===== src/rtl/stb_pkg.sv =====
// Shared types and helpers for the store buffer.
// The struct fixes the width of each resident entry, so the store_buffer
// parameters ADDR_W/DATA_W must stay equal to STB_ADDR_W/STB_DATA_W.
package stb_pkg;

    localparam int STB_ADDR_W = 64;
    localparam int STB_DATA_W = 64;

    // One pending doubleword store.
    typedef struct packed {
        logic [STB_ADDR_W-1:0] addr;
        logic [STB_DATA_W-1:0] data;
    } stb_entry_t;

    // Width of head/tail pointers; at least one bit.
    function automatic int stb_ptr_w(input int depth);
        return (depth > 1) ? $clog2(depth) : 1;
    endfunction

endpackage


===== src/rtl/stb_match.sv =====
// Youngest-match search over the resident store entries.
// Walks the ring from head (oldest) towards tail (youngest). A later match
// overwrites an earlier one, so the reported index is the youngest store
// to the load address.
module stb_match
    import stb_pkg::*;
#(
    parameter int DEPTH  = 4,
    parameter int ADDR_W = STB_ADDR_W,
    localparam int PTR_W = stb_ptr_w(DEPTH)
) (
    input  logic [ADDR_W-1:0] addrs_i [DEPTH],
    input  logic [DEPTH-1:0]  valid_i,
    input  logic [PTR_W-1:0]  head_i,
    input  logic [ADDR_W-1:0] ld_addr_i,
    output logic              hit_o,
    output logic [PTR_W-1:0]  hit_idx_o
);

    logic [PTR_W-1:0] idx;

    // Oldest-to-youngest scan; the last match seen is the youngest.
    always_comb begin
        hit_o     = 1'b0;
        hit_idx_o = '0;
        idx       = '0;
        for (int k = 0; k < DEPTH; k++) begin
            idx = head_i + PTR_W'(k);
            if (valid_i[idx] && (addrs_i[idx] == ld_addr_i)) begin
                hit_o     = 1'b1;
                hit_idx_o = idx;
            end
        end
    end

endmodule


===== src/rtl/store_buffer.sv =====
// Store buffer between the EX/MEM register and the data memory.
// Stores retire into a circular FIFO and drain to memory whenever the single
// memory port is not needed by a load. Optional macro STB_FORWARD_EN lets
// loads take data from the youngest matching resident store; without it a
// matching load stalls until the matching stores have drained.
//
// Store handshake: a store transfers on a rising edge where st_valid and
// st_ready are both high; st_valid does not wait for st_ready, and the
// request must be held stable while st_valid is high and st_ready is low.
module store_buffer
    import stb_pkg::*;
#(
    parameter int DEPTH  = 4,
    parameter int ADDR_W = STB_ADDR_W,
    parameter int DATA_W = STB_DATA_W,
    localparam int PTR_W = stb_ptr_w(DEPTH),
    localparam int CNT_W = PTR_W + 1
) (
    input  logic              clk,
    input  logic              reset,
    input  logic              st_valid,
    input  logic [ADDR_W-1:0] st_addr,
    input  logic [DATA_W-1:0] st_data,
    output logic              st_ready,
    input  logic              ld_valid,
    input  logic [ADDR_W-1:0] ld_addr,
    output logic [DATA_W-1:0] ld_data,
    output logic              ld_stall,
    input  logic              drain_req,
    output logic              empty,
    output logic [CNT_W-1:0]  count,
    output logic [ADDR_W-1:0] mem_address,
    output logic [DATA_W-1:0] mem_data_in,
    output logic              mem_write,
    output logic              mem_read,
    input  logic [DATA_W-1:0] mem_data_out
);

    localparam logic [CNT_W-1:0] FULL_CNT = CNT_W'(DEPTH);

    logic [PTR_W-1:0]  head_q, head_d, tail_q, tail_d;
    logic [CNT_W-1:0]  count_q, count_d;
    stb_entry_t        ent_q [DEPTH];
    logic [ADDR_W-1:0] ent_addr [DEPTH];
    logic [DEPTH-1:0]  valid_mask;
    logic [PTR_W-1:0]  age;
    logic              full, push, pop, hit;
    logic [PTR_W-1:0]  hit_idx;

    // Entry i is resident when its distance from head is below the count.
    always_comb begin
        age        = '0;
        valid_mask = '0;
        for (int i = 0; i < DEPTH; i++) begin
            age           = PTR_W'(i) - head_q;
            valid_mask[i] = ({1'b0, age} < count_q);
            ent_addr[i]   = ent_q[i].addr;
        end
    end

    stb_match #(
        .DEPTH  (DEPTH),
        .ADDR_W (ADDR_W)
    ) u_match (
        .addrs_i   (ent_addr),
        .valid_i   (valid_mask),
        .head_i    (head_q),
        .ld_addr_i (ld_addr),
        .hit_o     (hit),
        .hit_idx_o (hit_idx)
    );

    // Acceptance and load stall; a full buffer never bypasses a new store.
    always_comb begin
        full     = (count_q == FULL_CNT);
        st_ready = !full && !drain_req;
        push     = st_valid && st_ready;
`ifdef STB_FORWARD_EN
        ld_stall = ld_valid && full;
`else
        ld_stall = ld_valid && (full || hit);
`endif
        empty    = (count_q == '0);
        count    = count_q;
    end

    // Memory port arbitration: full/stalled -> drain, load, drain, idle.
    always_comb begin
        mem_write   = 1'b0;
        mem_read    = 1'b0;
        mem_address = '0;
        mem_data_in = '0;
        ld_data     = '0;
        if (full || ld_stall) begin
            mem_write   = 1'b1;
            mem_address = ent_q[head_q].addr;
            mem_data_in = ent_q[head_q].data;
        end else if (ld_valid) begin
            mem_read    = 1'b1;
            mem_address = ld_addr;
`ifdef STB_FORWARD_EN
            ld_data     = hit ? ent_q[hit_idx].data : mem_data_out;
`else
            ld_data     = mem_data_out;
`endif
        end else if (count_q != '0) begin
            mem_write   = 1'b1;
            mem_address = ent_q[head_q].addr;
            mem_data_in = ent_q[head_q].data;
        end
        pop = mem_write;
    end

    // Pointer and occupancy update; push and pop together keep the count.
    always_comb begin
        head_d  = head_q;
        tail_d  = tail_q;
        count_d = count_q;
        if (push) tail_d = tail_q + PTR_W'(1);
        if (pop)  head_d = head_q + PTR_W'(1);
        case ({push, pop})
            2'b10:   count_d = count_q + CNT_W'(1);
            2'b01:   count_d = count_q - CNT_W'(1);
            default: count_d = count_q;
        endcase
    end

    // Control state; reset discards every resident store.
    always_ff @(posedge clk or posedge reset) begin
        if (reset) begin
            head_q  <= '0;
            tail_q  <= '0;
            count_q <= '0;
        end else begin
            head_q  <= head_d;
            tail_q  <= tail_d;
            count_q <= count_d;
        end
    end

    // Entry storage; contents are only meaningful while counted as resident.
    always_ff @(posedge clk) begin
        if (push) begin
            ent_q[tail_q].addr <= st_addr;
            ent_q[tail_q].data <= st_data;
        end
    end

endmodule


===== config.mk =====
export PLATFORM = sky130hd
export DESIGN_NAME = store_buffer
export DESIGN_NICKNAME = d
export VERILOG_FILES = /design/src/rtl/stb_pkg.sv /design/src/rtl/stb_match.sv /design/src/rtl/store_buffer.sv
export SDC_FILE = /design/constraint.sdc
export NUM_CORES = 1
export LEC_CHECK = 0
export ABC_CLOCK_PERIOD_IN_PS = 5600
export BUFFER_PORTS_ARGS = -buffer_cell sky130_fd_sc_hd__clkbuf_2
export CORE_MARGIN = 5
export CORE_UTILIZATION = 38
export CTS_CLUSTER_DIAMETER = 50
export CTS_CLUSTER_SIZE = 16
export DETAILED_ROUTE_END_ITERATION = 12
export GPL_TIMING_DRIVEN = 0
export HOLD_SLACK_MARGIN = 0.08
export PLACE_DENSITY_LB_ADDON = 0.08
export SLEW_MARGIN = 20
export SYNTH_ARGS = -nofsm -noshare
export SYNTH_HDL_FRONTEND = slang
export SYNTH_SLANG_ARGS = --single-unit

===== constraint.sdc =====
create_clock -name clk -period 5.6 [get_ports clk]
set_input_delay 0.28 -clock clk [delete_from_list [all_inputs] [get_ports clk]]
set_output_delay 0.28 -clock clk [all_outputs]
set_load 0.02 [all_outputs]

==> impl_metrics.py, run 1 <==
metrics = {
    "grt": {
        "grt_max_degree": 43,
        "grt_pass1_vias": 20200,
        "grt_overflow": 0,
        "antenna_found_initial": 14,
        "grt_pass1_wl_um": 153000,
        "grt_usage_pct": 26.2,
    },
    "logic_synthesis": {
        "yosysTopAreaCell": "edfxtp_1",
        "syn_nets": 2029,
        "synthCells": 1758,
        "async_reset_ff_share_pct": 1.35,
        "ys_types": 47,
        "synth_edf_count": 512,
        "netlist_area_um2": 29200,
        "synth_top_cells_by_area": "edfxtp_1 53%, mux4_2 22%, xnor2_1 4.6%",
        "yosysMostFrequentCell": "edfxtp_1",
        "avgSynthCellArea_um2": 16.6,
        "synth_seq_cells": 519,
        "synth_top_area_share_pct": 52.7,
        "yosysWarningCount": 0,
        "yosys-top-cells-count": "512 x edfxtp_1, 286 x mux4_2, 153 x xnor2_1",
        "yosysSeqAreaShare_pct": 53.3,
        "synthFlopType": "edfxtp_1",
    },
    "min_path": {
        "worstHoldPathType": "input port to register",
        "hold_start": "st_valid",
    },
    "die": {
        "die_width_um": 287,
        "rows": 101,
        "die-area_um2": 82400,
        "ios": 461,
        "coreArea_um2": 76100,
        "start_util_pct": 38.3,
        "fp.dieH_um": 287,
    },
    "run": {
        "maxCapViolCount": 0,
    },
    "power": {
        "p_int_mw": 11.9,
        "switching_share_pct": 41.6,
        "p_switching_mw": 8.49,
        "p_comb_share_pct": 53.7,
        "powerDensity_nw_per_um2": 551,
        "power_mw": 20.4,
        "p_clk_share_pct": 22.2,
        "peakVddDrop_mv": 0.319,
        "p_leak_nw": 13.3,
        "pwr-share-seq_pct": 24.1,
    },
    "timing": {
        "period_needed_ns": 5.68,
        "finalHoldViolCount": 0,
        "finalSetupViolations": 32,
        "maxClockFrequency_mhz": 176,
        "tightest_slew_ns": 1.23,
        "min_period_over_period_pct": 101,
        "fin_skew_ns": 0.0171,
        "worst_slack_ns": -0.0821,
        "max_slew_margin_pct": 17.7,
        "finalMaxSlewViolations": 0,
        "setup_tns_ns": -0.753,
    },
    "routing": {
        "drc": 0,
        "drtPass1Iterations": 5,
        "first_iter_violations": 1761,
        "drtAntennaViolNets": 0,
        "drt_wl_total_um": 111000,
        "vias": 19700,
        "avgViaCountPerCell": 5.65,
        "routedWlPerCell_um": 31.9,
    },
    "setup_path": {
        "endpoint_kind": "output pin",
        "start_kind": "register",
        "crit_fanout": 10,
        "worstSetupPathType": "register to output pin",
        "regToRegStartpoint": "head_q[0]",
        "worstPathArrival_ns": 5.40,
        "cp-startpoint": "head_q[0]",
        "required_ns": 5.32,
    },
    "placed_design": {
        "dp.cells": 3206,
        "port_buffers": 404,
        "dp_hpwl_um": 80700,
        "place_area_um2": 32800,
        "gp_congestion": 0.956,
    },
    "clocking": {
        "cts_tree": "yes",
        "clk_pin_slew_ns": 0.06,
        "htree_levels": 3,
        "clk_latency_ns": 0.62,
        "cts-root-buf": "clkbuf_16",
        "cts.sinks": 519,
        "cts_made_buffers": 69,
        "clock_path_buffers": 3,
    },
    "outcome": {
        "failed_checks": "negative setup slack",
        "status": "finished, violations left",
    },
    "finish": {
        "drive_gt1_share_pct": 41.0,
        "final_cells": 3481,
        "area_growth_pct": 26.9,
        "final_cell_area_um2": 37000,
        "fin_nets": 2660,
    },
}
[cell type report]
class | instances | area, um2
Fill cell | 6641 | 39100
Buffer | 158 | 1060
Sequential cell | 519 | 15500
Clock inverter | 52 | 624
Timing Repair Buffer | 563 | 3760
Tap cell | 1030 | 1290
Clock buffer | 74 | 1750
Antenna cell | 7 | 17.5
Inverter | 18 | 67.6
Multi-Input combinational cell | 1060 | 12900
[repair_timing]
item / 4_1_cts / 5_1_grt
pin swaps: 6 / 5
setup endpoints to repair: 200 / 184
gates resized for setup: 74 / 32
setup buffers: 0 / 16
endpoints found under the hold margin: 519 / 0
cloned: 0 / 0
hold buffers: 129 / 0
[power groups by stage]
stage | Combinational (mW) | Sequential [mW] | Clock [mW]
2_1_floorplan | 6.67 | 4.99 | 0
3_3_place_gp | 10.4 | 5.10 | 0
3_5_place_dp | 10.5 | 4.99 | 0
4_1_cts | 10.8 | 4.91 | 4.61
5_1_grt | 11.4 | 4.95 | 4.79
6_report | 10.9 | 4.92 | 4.53
[layout by cell type, fill, tap and decap left out, types with 7 or more instances in the layout]
cell and n:
buf_6 19, mux4_2 286, diode_2 7, dlygate4sd3_1 129
dfrtp_1 7, clkinv_2 8, nand2b_1 9, bufinv_16 7
buf_12 9, inv_1 17, buf_1 15, buf_2 18
nor2_1 14, mux2_2 11, clkbuf_4 8, ha_1 9
inv_6 8, nand2_1 17, nor4_1 27, nor2b_1 56
mux2i_1 64, clkbuf_2 408, nand4_1 33, buf_4 42
xnor2_1 149, clkbuf_1 64, and2_1 131, clkbuf_16 69
buf_16 11, o21ai_0 9, nand3_1 9, edfxtp_1 512
mux2_1 10, mux2_4 36, clkinvlp_4 9, xor2_1 123
[path summary, 6_finish.rpt]
path	to	slack, ns	depth (start not counted)
worst max-delay path	mem_address[54]	-0.08	16
worst min-delay path	tail_q[0]	0.14	3
worst max register to register	count[2]	0.20	20
worst min register to register	tail_q[1]	0.65	2
max in group asynchronous	count[2]	5.19	3
min in group asynchronous	head_q[0]	0.16	3
[per-layer routing]
layer	routed length (um)	track usage [%]	share of wire (%)	up-vias
met1	42000	33.6	38	10100
met5	99	0	0.089	-
met2	53700	43.4	48	1033
met4	4830	9.91	4.4	14
met3	10300	6.47	9.3	239
li1	-	-	-	8239
[logic make-up (layout without fill, tap and decap cells)]
logic type / after synthesis / after routing / synth area share (%)
DFF: 519 / 519 / 53.3
muxes: 412 / 412 / 27.1
and+or+nand+nor: 318 / 318 / 6.53
xor gates and xnor gates: 277 / 277 / 8.32
buffers and inverters: 179 / 865 / 3.17
AOI/OAI and AO/OA: 43 / 43 / 1.05
adders and majority gates: 10 / 10 / 0.455
other: 0 / 7 / 0
[state kept, by name, summed over array words and instances, names as in the netlist]
register	flops
tail_q	2
head_q	2
ent_q	512
count	3
[critical path, cell delays in order (launching register included)]
cell and delay (ns):
dfrtp_1 0.36, buf_4 0.19, buf_8 0.17, buf_6 0.19, inv_2 0.26, buf_2 0.39
buf_2 0.41, nor2_1 0.12, a2111oi_0 0.74, nand4_1 0.31, nor4_4 0.37, nor4_1 0.11
and3_4 0.22, buf_6 0.18, buf_4 0.22, mux2i_2 0.27, clkbuf_2 0.23
[per-stage QoR]
| stage | hold slack (ns) | setup slack, ns | util, % |
|---|---|---|---|
| floorplan | 0.0834 | 0.225 | - |
| global placement | 0.234 | -2.64 | 42.7 |
| detailed placement | 0.233 | -2.11 | 43.1 |
| CTS | 0.123 | 0.0293 | 48.3 |
| global route | 0.136 | -0.0215 | 48.6 |
| finish | 0.140 | -0.0821 | 48.6 |
Power figures use the tool's default switching activity.
==> run 2: changes to the inputs <==
--- a/config.mk
+++ b/config.mk
@@ -8,7 +8,7 @@
 export ABC_CLOCK_PERIOD_IN_PS = 5600
 export BUFFER_PORTS_ARGS = -buffer_cell sky130_fd_sc_hd__clkbuf_2
 export CORE_MARGIN = 5
-export CORE_UTILIZATION = 38
+export CORE_UTILIZATION = 55
 export CTS_CLUSTER_DIAMETER = 50
 export CTS_CLUSTER_SIZE = 16
 export DETAILED_ROUTE_END_ITERATION = 12
==> impl_metrics.py, run 2 (synthesized netlist as in run 1, its figures left out) <==
metrics = {
    "outcome": {
        "status": "finished, final reports clean",
    },
    "power": {
        "p_comb_share_pct": 55.2,
        "power_mw": 19.2,
        "pwr-share-seq_pct": 25.6,
        "p_clk_share_pct": 19.2,
        "peakVddDrop_mv": 0.358,
        "switching_share_pct": 41.8,
        "p_leak_nw": 13.0,
        "p_switching_mw": 8.05,
        "p_int_mw": 11.2,
        "powerDensity_nw_per_um2": 536,
    },
    "die": {
        "coreArea_um2": 52600,
        "die_width_um": 240,
        "die-area_um2": 57700,
        "ios": 461,
        "start_util_pct": 55.5,
        "rows": 84,
        "fp.dieH_um": 240,
    },
    "timing": {
        "min_period_over_period_pct": 99.7,
        "tightest_slew_ns": 1.21,
        "fin_hold_ws_ns": 0.140,
        "fin_skew_ns": 0.0252,
        "period_needed_ns": 5.58,
        "finalMaxSlewViolations": 0,
        "finalSetupViolations": 0,
        "maxClockFrequency_mhz": 179,
        "grt_setup_unrepaired": "no",
        "max_slew_margin_pct": 19.1,
        "finalHoldViolCount": 0,
    },
    "setup_path": {
        "crit_top_cell": "buf_6",
        "regToRegStartpoint": "head_q[1]",
        "endpoint": "mem_address[41]",
        "start_kind": "register",
        "cpPeakStageDelay_ns": 0.49,
        "crit_fanout": 10,
        "regToRegEndpoint": "count[2]",
        "worstPathArrival_ns": 5.30,
        "worstSetupPathType": "register to output pin",
        "required_ns": 5.32,
        "crit_slowest_cell": "a2111oi_4",
        "endpoint_kind": "output pin",
        "path_cells": "buf_4 > buf_8 > buf_6 > buf_8 > inv_1 > ha_1 > a21oi_1 > o31ai_1 > a2111oi_4 > nand4_1 > nor4_4 > nor4_2 > and3_4 > buf_6 > buf_6 > mux2_4 > clkbuf_2",
        "cp-startpoint": "head_q[1]",
        "rr_worst_depth": 20,
        "r2r_slack_ns": 0.11,
    },
    "finish": {
        "final_cell_area_um2": 35900,
        "fin_util_pct": 68.3,
        "largest_register": "ent_q",
        "layout_commonest_cell": "edfxtp_1",
        "final_cell_mix": "512 x edfxtp_1, 410 x clkbuf_2, 286 x mux4_2",
        "drive_gt1_share_pct": 40.0,
        "largest_reg_flops": 512,
        "area_growth_pct": 23.1,
        "fin_nets": 2633,
    },
    "routing": {
        "first_iter_violations": 2449,
        "vias": 19800,
        "drtAntennaViolNets": 0,
        "drc": 0,
        "routedWlPerCell_um": 32.4,
        "avgViaCountPerCell": 6.41,
        "drt_wl_total_um": 100000,
        "drtPass1Iterations": 7,
    },
    "clocking": {
        "cts-root-buf": "clkbuf_16",
        "cts_tree": "yes",
        "clk_pin_slew_ns": 0.06,
        "htree_levels": 2,
        "cts_made_buffers": 56,
        "clk_latency_ns": 0.63,
        "clock_path_buffers": 3,
        "cts.sinks": 519,
    },
    "grt": {
        "busiest_layer": "met2",
        "gr-usage-met3_pct": 9.68,
        "grt_overflow": 0,
        "antenna_found_initial": 12,
        "grt_max_degree": 45,
        "use_met2_pct": 54.7,
        "grt_usage_pct": 34.2,
        "grt_use_met1_pct": 44.4,
        "grt_pass1_wl_um": 140000,
        "grt_pass1_vias": 19800,
    },
    "placed_design": {
        "place_area_um2": 32400,
        "port_buffers": 404,
        "dp_hpwl_um": 72700,
        "gp_congestion": 1.01,
    },
    "run": {
        "maxCapViolCount": 0,
    },
    "min_path": {
        "worstHoldPathType": "input port to async pin",
    },
}
[run 2: changes by cell type in the layout (fill, tap and decap cells not counted), moves of 3 or more]
cell / previous run / this run
clkbuf_16: 69 / 57
mux2i_2: 5 / 2
buf_2: 18 / 22
buf_4: 42 / 22
clkinv_2: 8 / 4
buf_6: 19 / 23
clkbuf_4: 8 / 5
clkinvlp_4: 9 / 4
bufinv_16: 7 / 2
mux2i_4: 0 / 3
clkbuf_8: 1 / 4
[run 2: cell type report]
| type | instances | area [um2] |
|---|---|---|
| clock buffers | 63 | 1480 |
| fillers | 3666 | 16700 |
| clock inverters | 36 | 357 |
| plain buffers | 159 | 1020 |
| inverters | 18 | 67.6 |
| repair buffers | 548 | 3630 |
| flip-flops and latches | 519 | 15500 |
| well taps | 688 | 861 |
| multi-input cells | 1060 | 12900 |
| diodes | 5 | 12.5 |
[run 2: worst min path at each step]
stage	startpoint	to	slack, ns	cells past startpoint
6_report	reset	tail_q[1]	0.14	3
5_1_grt	ld_valid	head_q[0]	0.14	3
4_1_cts	ld_valid	head_q[0]	0.11	3
3_5_place_dp	reset	count[0]	0.21	2
3_3_place_gp	reset	count[0]	0.21	2
2_1_floorplan	reset	count[0]	0.08	1
[run 2: repair_timing]
action,4_1_cts,5_1_grt
cloned,0,0
endpoints found under the setup margin,200,189
buffers inserted,2,0
hold buffers,129,0
pin swaps,6,8
resized for setup,72,18
hold endpoints to repair,519,0
[run 2: stage by stage]
step                TNS (ns)  std cells  worst slack [ns]
finish                     0       3096            0.0170
CTS                        0       3091            0.0189
floorplan                  0       1758             0.225
detailed placement   -352.50       2863             -2.37
global route               0       3091           0.00659
global placement    -1407.02       2850             -2.31
[run 2: power by group through the flow]
stage          registers [mW]  logic (mW)  clock network (mW)
2_1_floorplan            4.99        6.67                   0
3_3_place_gp             5.08        10.0                   0
3_5_place_dp             4.99        10.1                   0
4_1_cts                  4.91        10.4                3.72
5_1_grt                  4.95        11.0                3.90
6_report                 4.92        10.6                3.69
[run 2: per-layer routing]
metal | vias to the layer above | wire (um)
li1 | 8164 | -
met1 | 10100 | 35500
met2 | 1328 | 48000
met3 | 256 | 11300
met4 | 14 | 5450
met5 | - | 80
[run 2: worst max-delay path, delay by kind of cell (launching register included)]
family,cells,cell delay [ns]
adders and majority gates,1,0.36
DFF,1,0.35
buffers and inverters,8,1.61
AOI/OAI and AO/OA,3,0.87
muxes,1,0.36
and+or+nand+nor,4,1.10
==> run 3: changes to the inputs <==
--- a/config.mk
+++ b/config.mk
@@ -6,7 +6,7 @@
 export NUM_CORES = 1
 export LEC_CHECK = 0
 export ABC_CLOCK_PERIOD_IN_PS = 5600
-export BUFFER_PORTS_ARGS = -buffer_cell sky130_fd_sc_hd__clkbuf_2
+export BUFFER_PORTS_ARGS = -buffer_cell sky130_fd_sc_hd__buf_2
 export CORE_MARGIN = 5
 export CORE_UTILIZATION = 55
 export CTS_CLUSTER_DIAMETER = 50
==> impl_metrics.py, run 3 (synthesized netlist as in run 1, its figures left out) <==
metrics = {
    "die": {
        "start_util_pct": 55.5,
        "die_width_um": 240,
        "fp.dieH_um": 240,
        "die-area_um2": 57700,
        "rows": 84,
        "coreArea_um2": 52600,
        "ios": 461,
    },
    "power": {
        "powerDensity_nw_per_um2": 537,
        "p_leak_nw": 13.0,
        "peakVddDrop_mv": 0.381,
    },
    "routing": {
        "drtAntennaViolNets": 0,
        "avgViaCountPerCell": 6.37,
        "routedWlPerCell_um": 32.7,
        "vias": 19700,
        "first_iter_violations": 2093,
        "drc": 0,
        "drt_wl_total_um": 101000,
        "drtPass1Iterations": 6,
    },
    "finish": {
        "final_cells": 3094,
        "final_cell_mix": "512 x edfxtp_1, 425 x buf_2, 286 x mux4_2",
        "fin_nets": 2631,
        "area_growth_pct": 23.4,
        "layout_commonest_cell": "edfxtp_1",
        "drive_gt1_share_pct": 39.7,
        "nFillCells": 3637,
        "largest_reg_flops": 512,
        "largest_register": "ent_q",
    },
    "timing": {
        "fin_skew_ns": 0.0462,
        "finalMaxSlewViolations": 0,
        "finalSetupViolations": 2,
        "max_slew_margin_pct": 19.8,
        "period_needed_ns": 5.62,
        "worst_slack_ns": -0.0216,
        "finalHoldViolCount": 0,
        "grt_setup_unrepaired": "no",
        "maxClockFrequency_mhz": 178,
        "tightest_slew_ns": 1.20,
        "min_period_over_period_pct": 100,
        "fin_hold_ws_ns": 0.116,
    },
    "grt": {
        "grt_max_degree": 44,
        "antenna_found_initial": 11,
        "grt_pass1_vias": 20000,
        "grt_overflow": 0,
        "grt_pass1_wl_um": 141000,
        "grt_usage_pct": 34.7,
    },
    "setup_path": {
        "crit_fanout": 11,
        "path_cells": "buf_4 > buf_12 > buf_6 > inv_2 > buf_2 > mux2i_2 > xor2_1 > nor4_1 > nand4_1 > nor4_4 > nor4_2 > and3_4 > buf_4 > buf_4 > mux2i_1 > clkbuf_4",
        "cpPeakStageDelay_ns": 0.50,
        "r2r_slack_ns": 0.07,
        "crit_top_cell": "buf_4",
        "start_kind": "register",
        "worstPathArrival_ns": 5.34,
        "required_ns": 5.32,
        "endpoint_kind": "output pin",
        "worstSetupPathType": "register to output pin",
        "crit_slowest_cell": "nor4_1",
        "rr_worst_depth": 19,
    },
    "run": {
        "maxCapViolCount": 0,
    },
    "placed_design": {
        "port_buffers": 404,
        "gp_congestion": 1.00,
        "dp_hpwl_um": 72900,
        "dp.cells": 2864,
        "place_ws_ns": -2.35,
    },
    "clocking": {
        "cts_made_buffers": 56,
        "clk_latency_ns": 0.66,
        "post_cts_buffers": 0,
        "cts.sinks": 519,
        "cts_tree": "yes",
        "cts-root-buf": "clkbuf_16",
        "clock_path_buffers": 3,
        "clk_pin_slew_ns": 0.06,
        "htree_levels": 2,
    },
    "min_path": {
        "worstHoldPathType": "input port to register",
        "hold_depth": 3,
    },
    "outcome": {
        "failed_checks": "negative setup slack",
        "status": "finished, violations left",
    },
}
run 3: worst paths after layout:
path	from	to
worst max-delay path	head_q[0]	mem_address[45]
worst min-delay path	st_valid	tail_q[0]
worst max register to register	head_q[0]	count[2]
worst min register to register	tail_q[1]	tail_q[1]
max in group asynchronous	reset	head_q[1]
min in group asynchronous	reset	tail_q[1]
run 3: layout make-up:
type                       instances  area, um2  area share [%]
timing repair buffer             549       3690            10.2
buffer                           156        968            2.69
multi-input combinational       1060      12900            35.9
clock buffer                      61       1440            4.01
tap                              688        861            2.39
antenna                            6       15.0          0.0417
inverter                          18       67.6           0.188
clock inverter                    37        488            1.36
sequential                       519      15500            43.2
run 3: worst max-delay path: cells and delay by family, from the launching register on:
kind / cells / cell delay, ns
xor+xnor: 1 / 0.23
simple gates: 5 / 1.44
flops: 1 / 0.36
mux: 2 / 0.69
buf+inv: 8 / 1.95
run 3: repair_timing:
item	4_1_cts	5_1_grt
pin swaps	4	5
endpoints found under the setup margin	200	113
endpoints found under the hold margin	520	0
hold buffers	130	0
gates cloned	1	0
resized for setup	59	23
run 3: power by group:
part | internal (mW) | leakage [nW] | total [mW] | switching, mW
Sequential | 4.72 | 4.73 | 4.92 | 0.196
Clock | 2.12 | 0.934 | 3.84 | 1.73
Combinational | 4.42 | 7.36 | 10.6 | 6.16
Total | 11.3 | 13.0 | 19.3 | 8.08
run 3: layer usage:
metal / wire length, um / up-vias / GRT usage [%]
met5: 64 / - / 0
met4: 5290 / 10 / 14.7
met3: 11000 / 270 / 9.86
met2: 48900 / 1300 / 56.5
met1: 36100 / 9976 / 44.1
li1: - / 8150 / -
run 3: stage by stage:
| stage | instance area [um2] | power (mW) | setup TNS, ns | utilization [%] |
|---|---|---|---|---|
| detailed placement | 32400 | 15.1 | -352.15 | 61.6 |
| CTS | 35900 | 19.2 | -0.0649 | 68.3 |
| finish | 36000 | 19.3 | -0.0252 | 68.5 |
| global placement | 32000 | 15.1 | -1376.90 | 61.0 |
| floorplan | 29200 | 11.7 | 0 | - |
| global route | 36000 | 19.9 | 0 | 68.5 |
